$ cat src/rtl/ro_puf_compare.sv
// ============================================================================
// Module   : ro_puf_compare
// Summary  : Enables and clears a ring-oscillator pair, then counts rising
//            edges of both outputs over a fixed clk window. It compares the
//            two counts to form one PUF response bit. The optional macro
//            RO_PUF_TIE_FLAG_EN adds a registered "tie" output that flags
//            equal counts.
// Revision : 1.0 - initial release
// ============================================================================
`default_nettype none

module ro_puf_compare #(
  parameter int CNT_W      = 16,
  parameter int WINDOW     = 64,
  parameter int CLR_CYCLES = 4
) (
  input  logic             clk,
  input  logic             reset,
  input  logic             start,
  input  logic             ro_a,
  input  logic             ro_b,
  output logic             ro_enable,
  output logic             ro_reset,
  output logic             busy,
  output logic             done,
  output logic             response,
`ifdef RO_PUF_TIE_FLAG_EN
  output logic             tie,
`endif
  output logic [CNT_W-1:0] count_a,
  output logic [CNT_W-1:0] count_b
);

  localparam int c_SETTLE  = 3;
  localparam int c_TMR_MAX = (WINDOW > CLR_CYCLES)
                           ? ((WINDOW > c_SETTLE) ? WINDOW : c_SETTLE)
                           : ((CLR_CYCLES > c_SETTLE) ? CLR_CYCLES : c_SETTLE);
  localparam int c_TMR_W   = $clog2(c_TMR_MAX);

  typedef enum logic [2:0] {
    S_IDLE   = 3'd0,
    S_CLEAR  = 3'd1,
    S_SETTLE = 3'd2,
    S_COUNT  = 3'd3,
    S_CMP    = 3'd4,
    S_DONE   = 3'd5
  } state_t;

  state_t             state_q, state_d;
  logic [c_TMR_W-1:0] tmr_q, tmr_d;
  logic [2:0]         sync_a_q, sync_b_q;
  logic [CNT_W-1:0]   cnt_a_q, cnt_b_q;
  logic               resp_q;
  logic               w_edge_a, w_edge_b, w_clr_entry;

  // sync_x_q[1] is the synchronized level; sync_x_q[2] is its previous value
  assign w_edge_a    = sync_a_q[1] & ~sync_a_q[2];
  assign w_edge_b    = sync_b_q[1] & ~sync_b_q[2];
  assign w_clr_entry = (state_d == S_CLEAR) && (state_q != S_CLEAR);

  always_comb begin
    state_d   = state_q;
    tmr_d     = tmr_q;
    ro_enable = 1'b0;
    ro_reset  = 1'b0;
    busy      = 1'b1;
    done      = 1'b0;
    case (state_q)
      S_IDLE: begin
        busy = 1'b0;
        if (start) begin
          state_d = S_CLEAR;
          tmr_d   = c_TMR_W'(CLR_CYCLES - 1);
        end
      end
      S_CLEAR: begin
        ro_enable = 1'b1;
        ro_reset  = 1'b1;
        if (tmr_q == '0) begin
          state_d = S_SETTLE;
          tmr_d   = c_TMR_W'(c_SETTLE - 1);
        end else begin
          tmr_d = tmr_q - c_TMR_W'(1);
        end
      end
      S_SETTLE: begin
        ro_enable = 1'b1;
        if (tmr_q == '0) begin
          state_d = S_COUNT;
          tmr_d   = c_TMR_W'(WINDOW - 1);
        end else begin
          tmr_d = tmr_q - c_TMR_W'(1);
        end
      end
      S_COUNT: begin
        ro_enable = 1'b1;
        if (tmr_q == '0) begin
          state_d = S_CMP;
        end else begin
          tmr_d = tmr_q - c_TMR_W'(1);
        end
      end
      S_CMP: begin
        state_d = S_DONE;
      end
      S_DONE: begin
        busy = 1'b0;
        done = 1'b1;
        if (start) begin
          state_d = S_CLEAR;
          tmr_d   = c_TMR_W'(CLR_CYCLES - 1);
        end else begin
          state_d = S_IDLE;
        end
      end
      default: begin
        state_d = S_IDLE;
      end
    endcase
  end

  always_ff @(posedge clk) begin
    if (reset) begin
      state_q  <= S_IDLE;
      tmr_q    <= '0;
      sync_a_q <= '0;
      sync_b_q <= '0;
    end else begin
      state_q  <= state_d;
      tmr_q    <= tmr_d;
      sync_a_q <= {sync_a_q[1:0], ro_a};
      sync_b_q <= {sync_b_q[1:0], ro_b};
    end
  end

  // Counters saturate at all-ones so a fast oscillator can never wrap low
  always_ff @(posedge clk) begin
    if (reset || w_clr_entry) begin
      cnt_a_q <= '0;
      cnt_b_q <= '0;
      resp_q  <= 1'b0;
    end else begin
      if (state_q == S_COUNT && w_edge_a && cnt_a_q != {CNT_W{1'b1}}) begin
        cnt_a_q <= cnt_a_q + CNT_W'(1);
      end
      if (state_q == S_COUNT && w_edge_b && cnt_b_q != {CNT_W{1'b1}}) begin
        cnt_b_q <= cnt_b_q + CNT_W'(1);
      end
      if (state_q == S_CMP) begin
        resp_q <= (cnt_a_q > cnt_b_q);
      end
    end
  end

`ifdef RO_PUF_TIE_FLAG_EN
  logic tie_q;
  always_ff @(posedge clk) begin
    if (reset || w_clr_entry) begin
      tie_q <= 1'b0;
    end else if (state_q == S_CMP) begin
      tie_q <= (cnt_a_q == cnt_b_q);
    end
  end
  assign tie = tie_q;
`endif

  assign count_a  = cnt_a_q;
  assign count_b  = cnt_b_q;
  assign response = resp_q;

endmodule

`default_nettype wire
$ cat config.mk
export PLATFORM = sky130hd
export DESIGN_NAME = ro_puf_compare
export DESIGN_NICKNAME = d
export VERILOG_FILES = /design/src/rtl/ro_puf_compare.sv
export SDC_FILE = /design/constraint.sdc
export NUM_CORES = 1
export LEC_CHECK = 0
export CAP_MARGIN = 20
export CORE_MARGIN = 2
export CORE_UTILIZATION = 25
export CTS_BUF_LIST = sky130_fd_sc_hd__clkbuf_8
export DETAILED_ROUTE_END_ITERATION = 12
export PLACE_DENSITY = 0.53
export SYNTH_ARGS = -nofsm -noshare
export SYNTH_HDL_FRONTEND = slang
export SYNTH_SLANG_ARGS = --single-unit
$ cat constraint.sdc
create_clock -name clk -period 5.3 [get_ports clk]
set_clock_uncertainty 0.15 [all_clocks]
set_input_delay 0.795 -clock clk [delete_from_list [all_inputs] [get_ports clk]]
set_output_delay 0.795 -clock clk [all_outputs]
set_load 0.01 [all_outputs]
======== Word level (Yosys, flattened, before mapping) ========
Index checks and enable logic that the tools add are counted.
storage, ports and cells
  input port bits ......................... 5
  flip-flop bits (word level) ............. 48
  latch bits .............................. 0
  memories kept ........................... 0
  ROM bits ................................ 0
  bits in writable memories ............... 0
operators by class
  reduce and logical (&&, ||, !) cells .... 12
  equal/unequal tests ..................... 11
  bitwise logic cells ..................... 4
  $add $sub $neg .......................... 3
  div/mod/pow operators ................... 0
  multiplexer cells ....................... 15
  multipliers ............................. 0
  shifts and indexed selects .............. 0
  $lt $le $gt $ge ......................... 1
operators by type and width
  operator                                               count
  adder 16 x 1 -> 16 bit, second input constant          2
  inequality test 16 bit, second input constant          2
  2-to-1 mux 6 bit                                       4
  one-hot mux 6 bit (4 select lines)                     1
  one-hot mux 3 bit (6 select lines)                     1
  greater-than comparator 16 bit                         1
  2-to-1 mux 3 bit                                       4
  == test 3 x 1 -> 1 bit, second input constant          2
  == test 3 x 2 -> 1 bit, second input constant          2
  == test 3 bit, second input constant                   2
  logical NOT 6 bit                                      1
  subtractor 6 x 1 -> 6 bit, second input constant       1
  logical AND 1 bit                                      5
  2-to-1 mux 1 bit                                       5
  nonzero test 4 bit                                     1
  logical NOT 3 bit                                      1
  inequality test 3 x 1 -> 1 bit, second input constant  1
  AND reduction 3 bit                                    1
  OR reduction 3 bit                                     1
  bitwise AND 1 bit                                      2
  inequality test 2 x 1 -> 1 bit, second input constant  1
  inequality test 2 bit, second input constant           1
  inverter 1 bit                                         2
  OR reduction 2 bit                                     1
  logical OR 1 bit                                       1

======== Logic depth before layout (Yosys ltp) ========
Gate-level depths: netlist of the first run.
  depth in word-level cells ............... 6
  mapped depth ............................ 7
  gate-level depth less buffers ........... 7

======== Worst setup path after synthesis of the first run ========
Ideal clock, no wire load.
  path type ............................... input-to-reg
  start point ............................. input port reset
  end point ............................... register cnt_a_q[12] (netlist: count_a[12])
  data arrival time ....................... 1816 ps
  cell stages on the path ................. 5
  buffers on the path ..................... 2
  setup time .............................. 69 ps
  slack ................................... 3265 ps
  data required time ...................... 5081 ps
  path through ............................ clkbuf_1 a21o_1 buf_2 or4b_1 o21ai_1
between the ends
  word-level cells in the longest chain between the ends .. 1
ends and longest elaborated chain
  element               line  RTL
  from (decl)           18    input logic reset,
  logical OR 1 bit      138   if (reset || w_clr_entry) begin
  to (signal assigned)  144   cnt_a_q <= cnt_a_q + CNT_W'(1);
  to (decl)             52    logic [CNT_W-1:0] cnt_a_q, cnt_b_q;
Every way passes these cells.
A chain may end at the register's enable or synchronous reset.

======== Worst setup path after layout of the first run ========
  start point ............................. register state_q[2]
  end point ............................... output port busy
between the ends
  word-level cells in the longest chain between the ends .. 3
  elaborated cells on any way between the ends .. 4
ends and longest elaborated chain
  element                                                    line  RTL
  from (decl)                                                49    state_t state_q, state_d;
  from (signal assigned)                                     129   state_q <= state_d;
  == test 3 bit / logical NOT 3 bit (equally long branches)  68    case (state_q)
  OR reduction 2 bit (no source line) *                      n/a
  2-to-1 mux 1 bit *                                         68
  to (decl)                                                  24    output logic busy,
Every way passes the cells marked *; elsewhere a longest branch is shown, timed or not.

==> impl_metrics.tcl, run 1 <==
set metrics [dict create \
    crit_path_end "busy" \
    multi_input_area_um2 1744 \
    setup_tns_ps 0 \
    critPathLaunch "state_q[2]" \
    yosysUniqueCellTypes 52 \
    fp-row-count 39 \
    syn_area_per_cell_um2 8.507 \
    top_layer_used "met4" \
    rsz0062_at_grt "false" \
    area_delta_synth_final_pct 20.28 \
    min_from "sync_b_q[0]" \
    synth_edf_count 0 \
    post_cts_buffers 0 \
    dr_total_vias 2495 \
    peakVddDrop_v 0.0001602 \
    grtUsageTotal 0.1124 \
    max_slew_margin 0.3789 \
    grt_start_max_net_pins 29 \
    ctsHoldBuffers 0 \
    port_buffers 41 \
    status "finished clean" \
    power_leakage_nw 1.200 \
    period_share 0.5382 \
    yosys_warnings 0 \
    async_flop_share 0 \
    rrSetupSlack_ps 2740 \
    drt-met1-wl_um 3287 \
    netSwitchingPower_mw 0.2964 \
    critPathLaunchType "flop" \
    powerDensity_nw_per_um2 250.6 \
    initial_core_util 0.2540 \
    crit_arrival_ps 1910 \
    overflow 0 \
    swShare 0.3421 \
    cts_root_buf "clkbuf_8" \
    p_int_mw 0.5701 \
    gp_congestion 0.8112 \
    finalSetupViolations 0 \
    die_h_um 111.2 \
    routedWlPerCell_um 13.49 \
    fill_cells 1240 \
    final_area_um2 3458 \
    antenna_found_initial 0 \
    min_path_type "reg2reg" \
    die_area_um2 12370 \
    ys_seq_area_frac 0.3342 \
    cts_htree_levels 2 \
    diodes 0 \
    drv_cap 0 \
    drt-pass1-iter-count 4 \
    wirelength_um 6947 \
    clk_pin_slew_worst_paths_ps 90 \
    first_iter_violations 86 \
    grt_pass1_vias 2420 \
    dr_wl_met2_um 3350 \
    post-dp-hpwl_um 5216 \
    mostFrequentLayoutCells "dfxtp_1, clkdlybuf4s50_1, nor2_1" \
    core-area_um2 11320 \
    place_area_um2 3381 \
    ys_seq_elements 48 \
    fin_total_pwr_mw 0.8665 \
    reg2reg_depth 6 \
    seqPwrFrac 0.478 \
    critPathMaxFanout 16 \
    nNetsFinal 396 \
    max_freq_ghz 0.3506 \
    drive_gt1_frac 0.04570 \
    grt_pass1_wl_um 11640 \
    clock_latency_ps 300 \
    worstMarginPinSlew_ps 931.7 \
    finalCriticalPeriod_ps 2852 \
    slew_viol_final 0 \
    synth_area_um2 2875 \
    hold_viol 0 \
    syn-num-nets 362 \
    post-route-drc-count 0 \
    wl_met3_um 266 \
    clock-sinks 48 \
    cts_resized 0 \
    via_per_inst 4.845 \
    die_width_um 111.2 \
    path_class "reg2out" \
    clkPwrFrac 0.244 \
    cts_buffers 5 \
    r2r-end "count_b[8]" \
    ys.flop_type "dfxtp_1" \
    ios 42 \
    reg2reg_from "count_b[0]" \
    tritoncts "built" \
    pwr-share-comb 0.278 \
    critPathCaptureType "output port" \
    syn-instance-count 338 \
    final_common_cell "dfxtp_1" \
    critPathRequiredTime_ps 4360 \
    ff_latch_area_um2 960.9 \
    clockBufferDepth 2 \
    ant_nets 0 \
]
## logic make-up (layout without fill, tap and decap cells)
family,Yosys count,in the layout,share of synthesized area
xor+xnor,24,24,0.07311
buf+inv,37,71,0.05918
fa+ha+maj,19,19,0.08268
simple gates,145,145,0.2820
flops,48,48,0.3342
mux,3,3,0.01044
compound gates,62,62,0.1584
## power groups by stage
stage | Clock, mW | Combinational (mW) | Sequential, mW
3_3_place_gp | 0 | 0.239 | 0.421
3_5_place_dp | 0 | 0.241 | 0.421
6_report | 0.211 | 0.241 | 0.414
4_1_cts | 0.219 | 0.242 | 0.413
5_1_grt | 0.233 | 0.274 | 0.419
2_1_floorplan | 0 | 0.190 | 0.406
## state kept, by name, indices dropped and copies added, names as in the netlist
name      count
sync_b_q      3
count_b      16
response      1
count_a      16
tmr_q         6
sync_a_q      3
state_q       3
## worst min-delay path by stage
| stage | to | slack, ps | cells after the start |
|---|---|---|---|
| floorplan | sync_a_q[1] | 260 | 1 |
| global placement | sync_a_q[1] | 270 | 1 |
| detailed placement | sync_a_q[1] | 280 | 1 |
| CTS | sync_a_q[1] | 300 | 1 |
| global route | sync_b_q[1] | 320 | 1 |
| finish | sync_b_q[1] | 300 | 1 |
## critical path, stage by stage (launching register included)
cell	delay (ps)
dfxtp_1	630
xor2_1	150
nor2_1	280
inv_1	80
clkdlybuf4s50_1	490
## per-stage QoR
step | hold slack [ps] | util | cells | setup slack [ps]
after floorplan | 263.8 | - | 338 | 3265
after global placement | 269.2 | 0.2986 | 508 | 2167
after detailed placement | 276.8 | 0.2986 | 508 | 2121
after CTS | 296.5 | 0.3055 | 515 | 2439
after global routing | 321.7 | 0.3055 | 515 | 2309
final | 298.8 | 0.3055 | 515 | 2448
## cells in the mapped netlist (3+ instances only)
cell type  number  share of area
dfxtp_1        48           0.33
nor2_1         36          0.047
a21oi_1        26          0.045
nand2_1        26          0.034
inv_1          23          0.030
xnor2_1        23          0.070
ha_1           19          0.083
nand3_1        12          0.021
o21ai_0        10          0.017
nand4_1         9          0.020
nor2b_1         9          0.020
nor3_1          9          0.016
and3_1          8          0.017
nor4_1          6          0.013
a211oi_1        5          0.013
and4_1          5          0.015
clkbuf_1        5         0.0065
nand2b_1        5          0.011
a21o_1          4          0.010
buf_2           4         0.0070
a2111oi_4       3          0.029
buf_6           3          0.012
mux2i_1         3          0.010
nor3b_1         3         0.0078
o21a_1          3         0.0078
## layout make-up
cell class | instances | share of cell area
multi-input cells | 253 | 0.5043
flip-flops and latches | 48 | 0.2779
repair buffers | 41 | 0.1187
well taps | 143 | 0.05174
inverters | 23 | 0.02496
clock buffers | 5 | 0.01990
clock inverters | 2 | 0.002533
## layer usage
layer / vias to the layer above / global-route usage
met4: 0 / 0.02222
li1: 1260 / -
met1: 1179 / 0.1409
met3: 5 / 0.02187
met5: - / 0
met2: 51 / 0.2008
No activity file was read; power rests on OpenSTA's default activity.
==> inputs of run 2 (changes only) <==
Clock period 5.3 ns to 2.7 ns, I/O delays scaled along.
==> impl_metrics.tcl, run 2 (synthesized netlist as in run 1, its figures left out) <==
set metrics [dict create \
    status "finished clean" \
    critPathLaunchType "flop" \
    critPathMaxFanout 16 \
    clock-sinks 48 \
    finalSetupViolations 0 \
    dp.cells 513 \
    path_class "reg2out" \
    cts_root_buf "clkbuf_8" \
    critPathMaxStageDelay_ps 630 \
    post-dp-hpwl_um 5315 \
    dr_total_vias 2514 \
    post-route-drc-count 0 \
    grt_start_max_net_pins 18 \
    drive_gt1_frac 0.05820 \
    pwr-share-comb 0.281 \
    hold_depth 1 \
    cp_top_family "flip-flops" \
    die_h_um 111.2 \
    rsz0062_at_grt "false" \
    crit_cells 4 \
    first_iter_violations 74 \
    period_share 0.8942 \
    grtUsageTotal 0.1144 \
    critPathCaptureType "output port" \
    netSwitchingPower_mw 0.5797 \
    grt_pass1_wl_um 11740 \
    dp_slack_ps 412.6 \
    swShare 0.3334 \
    cpMaxStageDelayCell "dfxtp_1" \
    via_per_inst 4.825 \
    overflow 0 \
    clk_pin_slew_worst_paths_ps 80 \
    peakVddDrop_v 0.0002846 \
    die_width_um 111.2 \
    post_cts_buffers 0 \
    port_buffers 41 \
    clkPwrFrac 0.252 \
    path_buf_inv 2 \
    path_cells "xor2_1 > nor2_1 > inv_1 > clkdlybuf4s50_1" \
    reg2reg_depth 5 \
    diodes 0 \
    drt-pass1-iter-count 4 \
    ctsHoldBuffers 0 \
    gp_congestion 0.8459 \
    grt_pass1_vias 2401 \
    fin_total_pwr_mw 1.739 \
    max_freq_ghz 0.4142 \
    p_int_mw 1.159 \
    drv_cap 0 \
    max_slew_margin 0.6777 \
    hold-worst-slack_ps 292.5 \
    cts_resized 0 \
    powerDensity_nw_per_um2 495.6 \
    nNetsFinal 401 \
    power_leakage_nw 1.233 \
    slew_viol_final 0 \
    crit_arrival_ps 1860 \
    mostFrequentLayoutCells "dfxtp_1, clkdlybuf4s50_1, nor2_1" \
    setup_slack_ps 285.6 \
    antenna_found_initial 0 \
    ios 42 \
    cts_buffers 5 \
    tritoncts "built" \
    fp-row-count 39 \
    area_delta_synth_final_pct 22.02 \
    core-area_um2 11320 \
    clock_latency_ps 300 \
    final_cells 521 \
    ant_nets 0 \
    seqPwrFrac 0.467 \
    min_path_type "reg2reg" \
    hold_viol 0 \
    initial_core_util 0.2540 \
    cts_htree_levels 2 \
    die_area_um2 12370 \
    wirelength_um 7002 \
    final_common_cell "dfxtp_1" \
    finalCriticalPeriod_ps 2414 \
    routedWlPerCell_um 13.44 \
    worstMarginPinSlew_ps 482.8 \
    critPathRequiredTime_ps 2140 \
    clockBufferDepth 2 \
    fill_cells 1221 \
    setup_tns_ps 0 \
]
==> run 2: cell count changes in the layout (fill, tap and decap cells not counted), sizes merged <==
cell	delta
inv	+1
clkbuf	+1
clkinv	-1
buf	+5
==> run 2: cell type report <==
class	count	area (µm²)	share of cell area
Multi-Input combinational cell	253	1744	0.4971
Timing Repair Buffer	46	447.9	0.1277
Sequential cell	48	960.9	0.2739
Tap cell	143	178.9	0.05100
Inverter	23	86.33	0.02461
Clock inverter	2	7.507	0.002140
Clock buffer	6	82.58	0.02354
==> run 2: per-layer routing <==
metal  vias to the layer above  track usage  wire (µm)
met5                         -            0          0
met4                         0      0.03128         93
met3                         8      0.02624        288
met2                        45       0.1935       3306
met1                      1183       0.1464       3313
li1                       1278            -          -
==> run 2: worst reg2reg max path, stage by stage (launching register included) <==
cell,delay [ps]
dfxtp_1,560
and3b_1,420
nand4b_1,370
nor4_1,360
nor2_1,70
a211oi_1,210
==> run 2: power by group through the flow <==
| stage | registers, mW | logic (mW) | clock network (mW) |
|---|---|---|---|
| after floorplan | 0.797 | 0.374 | 0 |
| after CTS | 0.810 | 0.489 | 0.458 |
| final | 0.812 | 0.489 | 0.438 |
| after global routing | 0.820 | 0.550 | 0.489 |
| after detailed placement | 0.826 | 0.486 | 0 |
| after global placement | 0.825 | 0.488 | 0 |
==> run 2: path summary, 6_finish.rpt <==
| check | from | to | slack [ps] |
|---|---|---|---|
| setup / recovery | state_q[2] | busy | 290 |
| hold / removal | sync_a_q[0] | sync_a_q[1] | 290 |
| setup reg to reg | state_q[1] | count_b[12] | 480 |
| hold reg to reg | sync_a_q[0] | sync_a_q[1] | 290 |
==> run 2: through the flow <==
step	area [µm²]	utilization
3_5_place_dp	3418	0.3019
4_1_cts	3508	0.3099
3_3_place_gp	3418	0.3019
6_report	3508	0.3099
5_1_grt	3508	0.3099
2_1_floorplan	2875	-
==> inputs of run 3 (changes only) <==
Settings changed: CAP_MARGIN 20 to 30, CORE_MARGIN 2 to 5.
==> impl_metrics.tcl, run 3 (synthesized netlist as in run 1, its figures left out) <==
set metrics [dict create \
    grtUsageMet2 0.1738 \
    cts_buffers 5 \
    routedWlPerCell_um 13.39 \
    fill_cells 1214 \
    initial_core_util 0.2529 \
    multi_input_area_um2 1744 \
    fp-row-count 39 \
    via_per_inst 4.794 \
    rsz0062_at_grt "false" \
    tritoncts "built" \
    gp_congestion 0.7893 \
    grt_pass1_vias 2385 \
    clockBufferDepth 2 \
    first_iter_violations 92 \
    grt_pass1_wl_um 11650 \
    die_h_um 117.2 \
    post_cts_buffers 0 \
    cts_htree_levels 2 \
    grt-busiest-layer "met2" \
    final_common_cell "dfxtp_1" \
    diodes 0 \
    worstMarginPinSlew_ps 492.0 \
    critPathLaunchType "flop" \
    setup_tns_ps 0 \
    post-dp-hpwl_um 5348 \
    core-area_um2 11370 \
    slew_viol_final 0 \
    setup_slack_ps 271.8 \
    grt_start_max_net_pins 28 \
    post-route-drc-count 0 \
    drt-pass1-iter-count 4 \
    critPathMaxFanout 16 \
    grtUsageTotal 0.1056 \
    ctsHoldBuffers 0 \
    critPathRequiredTime_ps 2140 \
    met3_usage 0.02468 \
    utilization 0.3086 \
    finalSetupViolations 0 \
    antenna_found_initial 0 \
    cts_root_buf "clkbuf_8" \
    drive_gt1_frac 0.06101 \
    grt_use_met1 0.1406 \
    overflow 0 \
    status "finished clean" \
    drv_cap 0 \
    hold_viol 0 \
    dr_total_vias 2493 \
    die_area_um2 13750 \
    min_path_type "reg2reg" \
    wirelength_um 6965 \
    crit_arrival_ps 1870 \
    clock-sinks 48 \
    nNetsFinal 400 \
    die_width_um 117.2 \
    clk_pin_slew_worst_paths_ps 80 \
    max_freq_ghz 0.4118 \
    period_share 0.8993 \
    critPathCaptureType "output port" \
    fin_total_pwr_mw 1.760 \
    powerDensity_nw_per_um2 501.7 \
    area_delta_synth_final_pct 22.02 \
    port_buffers 41 \
    power_leakage_nw 1.218 \
    finalCriticalPeriod_ps 2428 \
    cts_resized 0 \
    clock_latency_ps 310 \
    ios 42 \
    dp_slack_ps 420.5 \
    max_slew_margin 0.6715 \
    mostFrequentLayoutCells "dfxtp_1, clkdlybuf4s50_1, nor2_1" \
    path_class "reg2out" \
    peakVddDrop_v 0.0002715 \
    ff_latch_area_um2 960.9 \
    ant_nets 0 \
]
-- run 3: worst max-delay path, cell delays in order, from the launching register on --
cell	delay, ps
dfxtp_1	630
xor2_1	240
nor2_1	100
inv_1	80
clkdlybuf4s50_1	530
-- run 3: final timing paths --
check	slack, ps	startpoint	cells past startpoint	end
setup / recovery	270	state_q[2]	4	busy
hold / removal	290	sync_b_q[0]	1	sync_b_q[1]
setup reg to reg	500	count_b[11]	6	response
hold reg to reg	290	sync_b_q[0]	1	sync_b_q[1]
-- run 3: power breakdown --
part           switching [mW]  total, mW  internal (mW)  leakage (nW)
Combinational           0.285      0.488          0.202         0.785
Clock                   0.255      0.462          0.208        0.0434
Sequential             0.0590      0.810          0.751         0.389
-- run 3: layout make-up --
class | count | share of cell area
multi-input cells | 253 | 0.4971
repair buffers | 45 | 0.1255
clock inverters | 2 | 0.004280
flip-flops and latches | 48 | 0.2739
well taps | 143 | 0.05100
inverters | 23 | 0.02461
clock buffers | 6 | 0.02354
-- run 3: routing by layer --
metal,share of wire,vias up
met5,0,-
met2,0.47,41
met3,0.043,6
met1,0.48,1176
li1,-,1270
met4,0.0060,0
-- run 3: per-stage QoR --
stage                     cells  hold WS [ps]  cell area, µm²
after CTS                   520         294.4            3508
final                       520         289.7            3508
after global routing        520         311.1            3508
after global placement      512         270.9            3411
after detailed placement    512         273.1            3411
after floorplan             338         263.8            2875
